[config.mk]
export PLATFORM = sky130hd
export DESIGN_NAME = value_display_scan
export DESIGN_NICKNAME = d
export VERILOG_FILES = /design/src/rtl/disp_pkg.sv /design/src/rtl/seg7_encode.sv /design/src/rtl/value_display_scan.sv
export SDC_FILE = /design/constraint.sdc
export NUM_CORES = 1
export LEC_CHECK = 0
export ABC_CLOCK_PERIOD_IN_PS = 6700
export CAP_MARGIN = 20
export CORE_MARGIN = 2
export CORE_UTILIZATION = 55
export DETAILED_ROUTE_END_ITERATION = 16
export GPL_ROUTABILITY_DRIVEN = 0
export PLACE_DENSITY_LB_ADDON = 0.08
export SYNTH_ARGS = -nofsm -noshare
export SYNTH_HDL_FRONTEND = slang
export SYNTH_SLANG_ARGS = --single-unit
[constraint.sdc]
create_clock -name clk50hz -period 6.7 [get_ports clk50hz]
set_input_delay 1.34 -clock clk50hz [delete_from_list [all_inputs] [get_ports clk50hz]]
set_output_delay 1.34 -clock clk50hz [all_outputs]
set_load 0.01 [all_outputs]
[src/rtl/disp_pkg.sv]
// Shared definitions for the value display path: conversion FSM states and
// the common-anode 7-segment code table (active-low, {dp,g,f,e,d,c,b,a}).
package disp_pkg;

  typedef enum logic [1:0] {
    IDLE   = 2'd0,
    CONV   = 2'd1,
    COMMIT = 2'd2
  } conv_state_t;

  localparam logic [7:0] SEG_BLANK = 8'hFF;

  // Digit glyphs 0..9, decimal point off
  localparam logic [7:0] SEG_CODE [0:9] = '{
    8'hC0, 8'hF9, 8'hA4, 8'hB0, 8'h99,
    8'h92, 8'h82, 8'hF8, 8'h80, 8'h90
  };

endpackage

[src/rtl/seg7_encode.sv]
// Combinational BCD-nibble to active-low 7-segment encoder with blanking and
// an independent decimal point (the dp still lights on a blanked digit).
module seg7_encode
  import disp_pkg::*;
(
  input  logic [3:0] nibble,
  input  logic       blank,
  input  logic       dp,
  output logic [7:0] seg
);

  // Glyph lookup, then overlay the decimal point
  always_comb begin
    seg = SEG_BLANK;
    if (!blank && (nibble <= 4'd9)) begin
      seg = SEG_CODE[nibble];
    end
    if (dp) begin
      seg[7] = 1'b0;
    end
  end

endmodule

[src/rtl/value_display_scan.sv]
// Converts an 8-bit binary value to three BCD digits with a bit-serial
// double-dabble engine and time-multiplexes them onto a 4-digit common-anode
// display. The display only ever reads the committed result, so a conversion
// in flight never disturbs what is shown.
module value_display_scan
  import disp_pkg::*;
#(
  parameter int SCAN_DIV = 0,
  parameter bit LZB      = 1'b1
) (
  input  logic       clk50hz,
  input  logic       nrst,
  input  logic [7:0] value,
  input  logic       load,
  input  logic [3:0] dp_en,
  output logic       busy,
  output logic [7:0] seg,
  output logic [3:0] dig
);

  localparam int TW = (SCAN_DIV < 1) ? 1 : $clog2(SCAN_DIV + 1);

  conv_state_t state, state_nxt;

  logic [7:0]    shift_reg;
  logic [11:0]   bcd_acc;
  logic [11:0]   bcd_adj;
  logic [2:0]    bit_cnt;
  logic [11:0]   disp_bcd;
  logic [TW-1:0] tick_cnt;
  logic          tick;
  logic [1:0]    d;
  logic [3:0]    enc_nib;
  logic          enc_blank;
  logic          enc_dp;
  logic [7:0]    enc_seg;

  // Conversion FSM state register
  always_ff @(posedge clk50hz or negedge nrst) begin
    if (!nrst) state <= IDLE;
    else       state <= state_nxt;
  end

  // Next-state logic; busy covers every non-idle cycle
  always_comb begin
    state_nxt = state;
    busy      = (state != IDLE);
    case (state)
      IDLE:    if (load) state_nxt = CONV;
      CONV:    if (bit_cnt == 3'd7) state_nxt = COMMIT;
      COMMIT:  state_nxt = IDLE;
      default: state_nxt = IDLE;
    endcase
  end

  // Add-3 correction on every BCD nibble that would overflow when doubled
  always_comb begin
    bcd_adj = bcd_acc;
    for (int i = 0; i < 3; i++) begin
      if (bcd_acc[i*4 +: 4] >= 4'd5) begin
        bcd_adj[i*4 +: 4] = bcd_acc[i*4 +: 4] + 4'd3;
      end
    end
  end

  // Conversion datapath: capture on load, shift one bit per CONV cycle
  always_ff @(posedge clk50hz) begin
    if ((state == IDLE) && load) begin
      shift_reg <= value;
      bcd_acc   <= '0;
    end else if (state == CONV) begin
      {bcd_acc, shift_reg} <= {bcd_adj, shift_reg} << 1;
    end
  end

  // Bit counter and committed display value
  always_ff @(posedge clk50hz or negedge nrst) begin
    if (!nrst) begin
      bit_cnt  <= '0;
      disp_bcd <= '0;
    end else begin
      if ((state == IDLE) && load) bit_cnt <= '0;
      else if (state == CONV)      bit_cnt <= bit_cnt + 3'd1;
      if (state == COMMIT)         disp_bcd <= bcd_acc;
    end
  end

  assign tick = (tick_cnt == TW'(SCAN_DIV));

  // Select content, blanking and decimal point for the digit being scanned
  always_comb begin
    enc_nib   = 4'd0;
    enc_blank = 1'b1;
    enc_dp    = dp_en[d];
    case (d)
      2'd0: begin
        enc_nib   = disp_bcd[3:0];
        enc_blank = 1'b0;
      end
      2'd1: begin
        enc_nib   = disp_bcd[7:4];
        enc_blank = LZB && (disp_bcd[11:8] == 4'd0) && (disp_bcd[7:4] == 4'd0);
      end
      2'd2: begin
        enc_nib   = disp_bcd[11:8];
        enc_blank = LZB && (disp_bcd[11:8] == 4'd0);
      end
      default: begin
        enc_nib   = 4'd0;
        enc_blank = 1'b1;
      end
    endcase
  end

  seg7_encode u_enc (
    .nibble (enc_nib),
    .blank  (enc_blank),
    .dp     (enc_dp),
    .seg    (enc_seg)
  );

  // Scan divider, digit index and registered display outputs
  always_ff @(posedge clk50hz or negedge nrst) begin
    if (!nrst) begin
      tick_cnt <= '0;
      d        <= 2'd0;
      dig      <= 4'b1111;
      seg      <= SEG_BLANK;
    end else if (tick) begin
      tick_cnt <= '0;
      d        <= d + 2'd1;
      dig      <= ~(4'b0001 << d);
      seg      <= enc_seg;
    end else begin
      tick_cnt <= tick_cnt + TW'(1);
    end
  end

endmodule

==> results of run 1 <==
## power by group through the flow
stage | clock network (mW) | registers (mW) | logic [mW]
6_report | 0.189 | 0.525 | 0.464
3_5_place_dp | 0 | 0.532 | 0.466
2_1_floorplan | 0 | 0.520 | 0.341
5_1_grt | 0.211 | 0.541 | 0.531
3_3_place_gp | 0 | 0.529 | 0.453
4_1_cts | 0.197 | 0.526 | 0.469
## cell families (layout without fill, tap and decap cells)
family / Yosys count / after routing / share of synthesized area, %
buffers and inverters: 27 / 55 / 4.23
DFF: 51 / 51 / 53.1
xor gates and xnor gates: 5 / 5 / 1.83
and+or+nand+nor: 67 / 67 / 12.5
AOI/OAI and AO/OA: 45 / 45 / 12.0
adders and majority gates: 18 / 18 / 9.41
muxes: 14 / 14 / 6.85
## metal layers
metal | vias to the layer above | part of all wire (%) | GRT usage, %
met3 | 11 | 3.7 | 4.62
met1 | 764 | 45 | 23.2
met4 | 0 | 2.4 | 8.97
met5 | - | 0 | 0
li1 | 827 | - | -
met2 | 34 | 49 | 29.9
## synth_stat cells
| master | instances | share of area [%] |
|---|---|---|
| nand2b_1 | 5 | 1.3 |
| o32ai_1 | 2 | 0.73 |
| nand2_1 | 37 | 5.8 |
| dfrtp_1 | 19 | 20 |
| and2_1 | 2 | 0.52 |
| edfxtp_1 | 8 | 10 |
| o21ai_2 | 1 | 0.37 |
| nor4_1 | 1 | 0.26 |
| and3_1 | 1 | 0.26 |
| a222oi_1 | 4 | 1.7 |
| o21ai_0 | 22 | 4.6 |
| a221oi_4 | 1 | 1.1 |
| mux4_2 | 1 | 0.94 |
| xnor2_1 | 3 | 1.1 |
| a21oi_1 | 6 | 1.3 |
| nor2_1 | 7 | 1.1 |
| clkbuf_1 | 8 | 1.3 |
| or3b_1 | 1 | 0.37 |
| or2_2 | 1 | 0.26 |
| o31ai_1 | 1 | 0.31 |
| dfstp_2 | 12 | 13 |
| mux2_2 | 9 | 4.2 |
| mux2i_1 | 4 | 1.7 |
| nor2b_1 | 1 | 0.26 |
| dfxtp_1 | 12 | 10 |
| o21ai_1 | 7 | 1.5 |
| inv_1 | 19 | 3.0 |
| or4_1 | 1 | 0.31 |
| xor2_1 | 2 | 0.73 |
| nand3_1 | 10 | 2.1 |
| ha_1 | 18 | 9.4 |
| o211ai_2 | 1 | 0.52 |
## worst min-delay path, cell delays in order (launching register included)
cell	delay, ns
dfxtp_1	0.32
nand3_1	0.05
o21ai_0	0.07
## worst paths after layout
| path | cells past startpoint | end | slack (ns) | from |
|---|---|---|---|---|
| worst max-delay path | 3 | busy | 3.91 | state[0] |
| worst min-delay path | 2 | bcd_acc[9] | 0.48 | bcd_acc[9] |
| worst max register to register | 8 | seg[3] | 4.24 | d[0] |
| worst min register to register | 2 | bcd_acc[9] | 0.48 | bcd_acc[9] |
| max in group asynchronous | 2 | seg[5] | 4.96 | nrst |
| min in group asynchronous | 2 | d[1] | 1.43 | nrst |
## final cells by class
class                   instances  share of cell area [%]
repair buffers                 28                    9.90
inverters                      19                    2.54
flip-flops and latches         51                    45.3
multi-input cells             149                    36.4
well taps                      50                    2.23
clock buffers                   8                    3.61
## stage by stage
| stage | worst slack, ns | cell area, sq um |
|---|---|---|
| 2_1_floorplan | 4.41 | 2390 |
| 3_3_place_gp | 3.81 | 2700 |
| 3_5_place_dp | 3.75 | 2700 |
| 4_1_cts | 3.88 | 2810 |
| 5_1_grt | 3.76 | 2810 |
| 6_report | 3.91 | 2810 |
==> metrics.txt, run 1 <==
final core occ 68.6%; setup TNS 0 ns; multi-input logic area 0.00102 sq mm; clk root buf clkbuf_8; proportion of power drawn by the clock network 16.1%; delay-heaviest family, CP buffers and inverters; FF/Latch Area 0.00127 sq mm; crit-path cells nor2_1, inv_1, clkdlybuf4s50_1; Rel. slew slack 47.8%; crit path buf inv count 2; Die ar. 0.00490 sq mm; Worst Path Class, Setup reg2out; largest net degree at the start of global routing 32; clk_skew 0.00750 ns; Layout fillers 305; first-pass GRT wire length 7.13 mm; Final setup viols 0; DRT iter0 DRCs 72; synthesized flop and latch total 51; WHS 0.477 ns; commonest non-fill, non-tap cell in the layout nand2_1; FP Rows 23; number of top-level pins 28; status complete, no violations; Synth Warn # 0; Sequential Power Share 44.6%; H-tree Lvls 2; gr ovfl total 0; Residual DRC 0; Die Ht 70.0 microns; synthesized area 0.00239 sq mm; worst path arrival time 1.45 ns; Worst path slowest cell clkdlybuf4s50_1; combinational power share 39.4%; P&R area growth vs syn 17.2%; post-route clock period utilization 41.7%; Top Registers bcd_acc: 12 flops, disp_bcd: 12 flops; Syn Nets 260; Tot GR Track Use 18.5%; cts bufs inserted 5; Sw Pwr 416 uW; routed vias 1636; antenna-violating nets left 0; cell-internal power 762 uW; WL per Instance 13.4 microns; Largest stage delay, worst path 0.47 ns; crit path time final 2.79 ns; Final Hold Fails 0; Vias/cell 5.36; layout cells sized above 1 12.9%; Clock transition at path regs 0.08 ns; CP Max Fanout 4; Setup crit end kind output port; postcts setup bufs 0; Placed Cells 297; Pwr Total 1.18 mW; vias in the first global route 1548; worst slew pin tran 0.782 ns; # resized after CTS 0; clk_lat worst skew 0.30 ns; # hold bufs at CTS 0; Mapped Cells 227; Initial Util 58.6%; RSZ-0062 raised after global routing false; Worst EP required 5.36 ns; Non-Filler Instances 305; number of distinct library cells after synthesis 32; clk sinks 51; HPWL after DPL 2.93 mm; startpoint types register; Port-buffer cells 27; LEAKAGE 1.24 nW; worst vdd ir 0.218 mV; switching fraction of total power 35.3%; DRT Pass-1 Iters 4; CTS max path bufs 2; Slew Limit Fails 0; initial antenna violation count 0; Cell Pwr Density 420 mW/mm^2; Worst Hold Class reg2reg; die width 70.0 microns; CTS tree built; # diodes 0; sequential area share after synthesis 53.1%; total routed wirelength 4.08 mm; Final #Nets 287; max-cap violations 0; total core area 0.00409 sq mm; most frequent cells in the layout nand2_1 (37), clkdlybuf4s50_1 (27), o21ai_0 (22); Achievable Freq 0.358 GHz; Syn Area/Cell 10.5 sq um
Power figures use the tool's default switching activity.
==> run 2, diff against run 1 <==
--- a/config.mk
+++ b/config.mk
@@ -5,10 +5,10 @@
 export SDC_FILE = /design/constraint.sdc
 export NUM_CORES = 1
 export LEC_CHECK = 0
-export ABC_CLOCK_PERIOD_IN_PS = 6700
+export ABC_CLOCK_PERIOD_IN_PS = 2300
 export CAP_MARGIN = 20
 export CORE_MARGIN = 2
-export CORE_UTILIZATION = 55
+export CORE_UTILIZATION = 50
 export DETAILED_ROUTE_END_ITERATION = 16
 export GPL_ROUTABILITY_DRIVEN = 0
 export PLACE_DENSITY_LB_ADDON = 0.08
==> constraint.sdc (replaced) <==
create_clock -name clk50hz -period 2.3 [get_ports clk50hz]
set_input_delay 0.46 -clock clk50hz [delete_from_list [all_inputs] [get_ports clk50hz]]
set_output_delay 0.46 -clock clk50hz [all_outputs]
set_load 0.01 [all_outputs]
==> run 2 against run 1 <==
  * First-iteration DRC count increased by 50%
  * Worst hold slack got worse by 0.027 ns
  * Global-route usage down 0.79 points
  * Design area increased by 5.7%
  * Core utilization shrank 5.0 points
  * Sequential power rose to 2.9 times the previous value
  * Clock skew shrank 0.0031 ns
  * Die area grew 9.4%
  * Final cell count increased by 4.6%
==> metrics.txt, run 2 (synthesis gave the netlist of run 1 again) <==
Cell Pwr Density 1210 mW/mm^2; delay-heaviest family, CP compound AO/OA/AOI/OAI gates; LEAKAGE 1.29 nW; # diodes 0; first-pass GRT wire length 7.31 mm; Pwr Total 3.59 mW; Tot GR Track Use 17.7%; DRT iter0 DRCs 108; initial antenna violation count 0; Slew Limit Fails 0; Largest stage delay, worst path 0.43 ns; WHS 0.449 ns; WL per Instance 13.2 microns; crit-path cells inv_2, ha_4, a222oi_1, or2_4, ha_4, o21ai_4, a221oi_4, o21ai_1; # hold bufs at CTS 0; DRT Pass-1 Iters 4; CP Launch Point d[0]; most frequent cells in the layout nand2_1 (37), clkdlybuf4s50_1 (27), o21ai_0 (22); antenna-violating nets left 0; clk_lat worst skew 0.30 ns; Final setup viols 0; vias in the first global route 1616; Worst Hold Class reg2reg; max-cap violations 0; H-tree Lvls 2; Hold Startpoint shift_reg[7]; worst vdd ir 0.657 mV; P&R area growth vs syn 23.8%; Worst R2R Start d[0]; Top Registers bcd_acc: 12 flops, disp_bcd: 12 flops; Port-buffer cells 27; CTS max path bufs 2; status complete, no violations; largest net degree at the start of global routing 32; gr ovfl total 0; Die ar. 0.00536 sq mm; cts bufs inserted 5; Worst EP required 2.51 ns; Clock transition at path regs 0.09 ns; CP dominant cell by count ha_4; Die Ht 73.2 microns; clk root buf clkbuf_8; Residual DRC 0; RSZ-0062 raised after global routing true; Rel. slew slack 55.3%; Initial Util 51.4%; Worst path slowest cell dfrtp_1; commonest non-fill, non-tap cell in the layout nand2_1; HPWL after DPL 3.05 mm; worst path arrival time 2.43 ns; Achievable Freq 0.452 GHz; layout cells sized above 1 20.0%; post-route clock period utilization 96.1%; Worst Path Class, Setup reg2reg; CTS tree built; Vias/cell 5.30; die width 73.2 microns; routed vias 1692; crit path time final 2.21 ns; FP Rows 25; number of top-level pins 28; Setup crit end kind register; total routed wirelength 4.20 mm; Final #Nets 297; startpoint types register; total core area 0.00466 sq mm; worst slew pin tran 0.669 ns; crit path buf inv count 1; clk sinks 51; clk_skew 0.00437 ns; CP Max Fanout 7; Final Hold Fails 0
[run 2: per-stage QoR]
stage	worst slack, ns	setup TNS (ns)	cells	utilization, %	area [sq um]
after floorplan	0.186	0	227	-	2390
final	0.0886	0	319	63.6	2960
after global placement	0.136	0	306	58.9	2750
after detailed placement	0.0429	0	306	58.9	2750
after CTS	0.0271	0	314	61.3	2860
after global routing	-0.0450	-0.203	319	63.6	2960
[run 2: final timing paths]
kind | to | slack [ns] | cells after the start
worst max register to register | seg[0] | 0.09 | 8
worst min-delay path | bcd_acc[0] | 0.45 | 2
max in group asynchronous | seg[6] | 1.44 | 2
worst min register to register | bcd_acc[0] | 0.45 | 2
min in group asynchronous | d[1] | 0.54 | 2
worst max-delay path | seg[0] | 0.09 | 8
[run 2: final cells by class]
cell class              instances  area (sq um)
clock buffers                   7           108
clock inverters                 1          5.00
fillers                       403          1700
inverters                      19          71.3
multi-input cells             149          1090
flip-flops and latches         51          1270
well taps                      54          67.6
repair buffers                 38           353
[run 2: per-layer routing]
layer  share of wire (%)  vias up  track usage, %
met5                   0        -               0
met4                 1.4        0            7.20
met3                 4.4        4            4.70
met2                  52       44            30.5
met1                  42      794            20.8
li1                    -      850               -
[run 2: repair_timing]
item / 4_1_cts / 5_1_grt
endpoints found under the setup margin: 0 / 7
gates resized for setup: 0 / 14
setup buffers: 0 / 5
[run 2: where the power goes]
group	internal (mW)	switching, mW	total, mW
logic	0.692	0.786	1.48
clock network	0.308	0.280	0.589
registers	1.33	0.196	1.53
[run 2: worst min-delay path: stages (launching register included)]
cell and delay (ns):
edfxtp_1 0.33, nand2_1 0.04, o31ai_1 0.05
==> run 3, diff against run 2 <==
--- a/config.mk
+++ b/config.mk
@@ -14,4 +14,5 @@
 export PLACE_DENSITY_LB_ADDON = 0.08
 export SYNTH_ARGS = -nofsm -noshare
 export SYNTH_HDL_FRONTEND = slang
+export SYNTH_HIERARCHICAL = 1
 export SYNTH_SLANG_ARGS = --single-unit
==> run 3 against run 2 <==
  * Critical path depth increased by 1
  * Global-route usage decreased by 0.36 points
  * Final cell count shrank 8.2%
  * Via count shrank 5.8%
  * Sequential share of layout area is 2.3 points higher
  * Die area decreased by 0.40%
  * Worst hold slack better by 0.036 ns
  * Combinational power grew 7%
  * First-iteration DRC count down 22%
  * Setup slack better by 0.079 ns
  * Total power up 2.2%
  * Area after synthesis decreased by 0.42%
==> metrics.txt, run 3 <==
status complete, no violations; Mapped Cells 204; routed vias 1594; Die Ht 73.0 microns; worst hold path endpoint bcd_acc[0]; R2R cell count 9; CP Max Fanout 7; LEAKAGE 1.20 nW; HPWL after DPL 3.24 mm; clk_skew 0.00868 ns; commonest non-fill, non-tap cell in the layout clkdlybuf4s50_1; r2r setup slk 0.17 ns; synthesized area 0.00238 sq mm; Tot GR Track Use 17.4%; vias in the first global route 1576; Area after DPL 0.00271 sq mm; initial antenna violation count 0; combinational power share 43.0%; # hold bufs at CTS 0; switching fraction of total power 36.3%; Top Registers bcd_acc: 12 flops, disp_bcd: 12 flops; Placed Cells 283; layout cells sized above 1 19.7%; Sw Pwr 1.33 mW; startpoint types register; Synth top area share 19.9%; Die ar. 0.00534 sq mm; most frequent cells in the layout clkdlybuf4s50_1 (27), o21ai_0 (19), dfrtp_1 (19); antenna-violating nets left 0; cell-internal power 2.34 mW; crit path time final 2.13 ns; Post-synth EDFFs 8; Cell Pwr Density 1310 mW/mm^2; total routed wirelength 4.42 mm; worst path arrival time 2.34 ns; Setup crit end kind register; Synth Warn # 6; Worst Hold Class reg2reg; Final setup viols 0; die width 73.0 microns; crit-path cells inv_1, ha_1, a222oi_1, nor2_1, inv_1, ha_1, o21bai_4, a21oi_4, o21ai_0; Worst EP required 2.51 ns; proportion of power drawn by the clock network 13.3%; Synth area leaders dfrtp_1 (20%), dfstp_2 (13%), dfxtp_1 (10%); Final Hold Fails 0; synthesized flop and latch total 51; Cells on Worst Hold Path 2; Worst path slowest cell dfrtp_1; worst vdd ir 0.654 mV; Syn Area/Cell 11.7 sq um; Final Instance Area 0.00281 sq mm; first-pass GRT wire length 7.09 mm; CTS max path bufs 2; reg-to-reg endpoint seg[6]; CTS tree built; Final #Nets 270; Commonest cells post-synth o21ai_0 (20), dfrtp_1 (19), ha_1 (17), inv_1 (17), nand2_1 (15); # diodes 0; post-route clock period utilization 92.7%; Syn Nets 236; max-cap violations 0; delay-heaviest family, CP compound AO/OA/AOI/OAI gates; Vias/cell 5.44; crit path buf inv count 2; clk root buf clkbuf_8; FP Rows 25; number of distinct library cells after synthesis 37; Non-Filler Instances 293; worst slew pin tran 0.622 ns; Primary FF master, synth dfrtp_1; Hold Startpoint shift_reg[7]; Slew Limit Fails 0; sequential area share after synthesis 53.3%; ys async rst share 60.8%; Pwr Total 3.67 mW; largest area contributor in the netlist dfrtp_1; largest net degree at the start of global routing 32; RSZ-0062 raised after global routing false; DRT Pass-1 Iters 5; P&R area growth vs syn 17.8%; DRT iter0 DRCs 84; H-tree Lvls 2; final core occ 60.2%; Largest stage delay, worst path 0.40 ns; Achievable Freq 0.469 GHz; Port-buffer cells 27; clk_lat worst skew 0.30 ns; setup TNS 0 ns; clk sinks 51; gr ovfl total 0; cts bufs inserted 5; Worst Path Class, Setup reg2reg; Initial Util 51.1%; Clock transition at path regs 0.09 ns; most frequent cell after synthesis o21ai_0; Worst R2R Start d[0]; WL per Instance 15.1 microns; Sequential Power Share 43.8%; Residual DRC 0; number of top-level pins 28; Rel. slew slack 58.5%; total core area 0.00466 sq mm
[run 3: cell type report]
class / count / area (sq um)
clock inverter: 1 / 5.00
multi-input combinational: 130 / 1010
timing repair buffer: 33 / 315
inverter: 17 / 63.8
sequential: 51 / 1270
fill: 389 / 1850
tap: 54 / 67.6
clock buffer: 7 / 76.3
[run 3: what timing repair did]
item,4_1_cts,5_1_grt
resized for setup,0,2
setup endpoints to repair,0,6
buffers inserted,0,2
[run 3: cells by family after synthesis]
logic type	synth area share [%]
and+or+nand+nor	9.55
DFF	53.3
xor gates and xnor gates	1.84
buffers and inverters	4.46
AOI/OAI and AO/OA	13.2
adders and majority gates	8.92
muxes	8.66
[run 3: how the worst max path moves through the flow]
stage / startpoint / endpoint / slack [ns] / depth (start not counted)
after floorplan: d[0] / seg[0] / 0.41 / 9
after global placement: d[0] / seg[3] / 0.29 / 9
after detailed placement: d[0] / seg[3] / 0.16 / 9
after CTS: d[0] / seg[3] / 0.14 / 9
after global routing: d[0] / seg[1] / 0.0008 / 9
final: d[0] / seg[6] / 0.17 / 9
[run 3: worst min-delay path, delay by kind of cell (launching register included)]
family	cells	cell delay, ns
compound gates	1	0.05
flops	1	0.35
simple gates	1	0.05
[run 3: per-layer routing]
layer | routed length, microns | share of wire, % | vias to the layer above | track usage (%)
li1 | - | - | 778 | -
met1 | 1850 | 42 | 763 | 19.7
met2 | 2340 | 53 | 42 | 31.7
met3 | 149 | 3.4 | 11 | 3.87
met4 | 78 | 1.8 | 0 | 5.97
met5 | 0 | 0 | - | 0
[run 3: metrics by stage]
stage | hold slack, ns | worst slack, ns
2_1_floorplan | 0.164 | 0.412
3_3_place_gp | 0.475 | 0.292
3_5_place_dp | 0.441 | 0.158
4_1_cts | 0.487 | 0.135
5_1_grt | 0.509 | 0.000803
6_report | 0.486 | 0.168
[run 3: power by group through the flow]
stage | logic, mW | registers (mW) | clock network, mW
2_1_floorplan | 1.11 | 1.58 | 0
3_3_place_gp | 1.47 | 1.60 | 0
3_5_place_dp | 1.56 | 1.62 | 0
4_1_cts | 1.57 | 1.61 | 0.503
5_1_grt | 1.75 | 1.64 | 0.535
6_report | 1.58 | 1.61 | 0.487
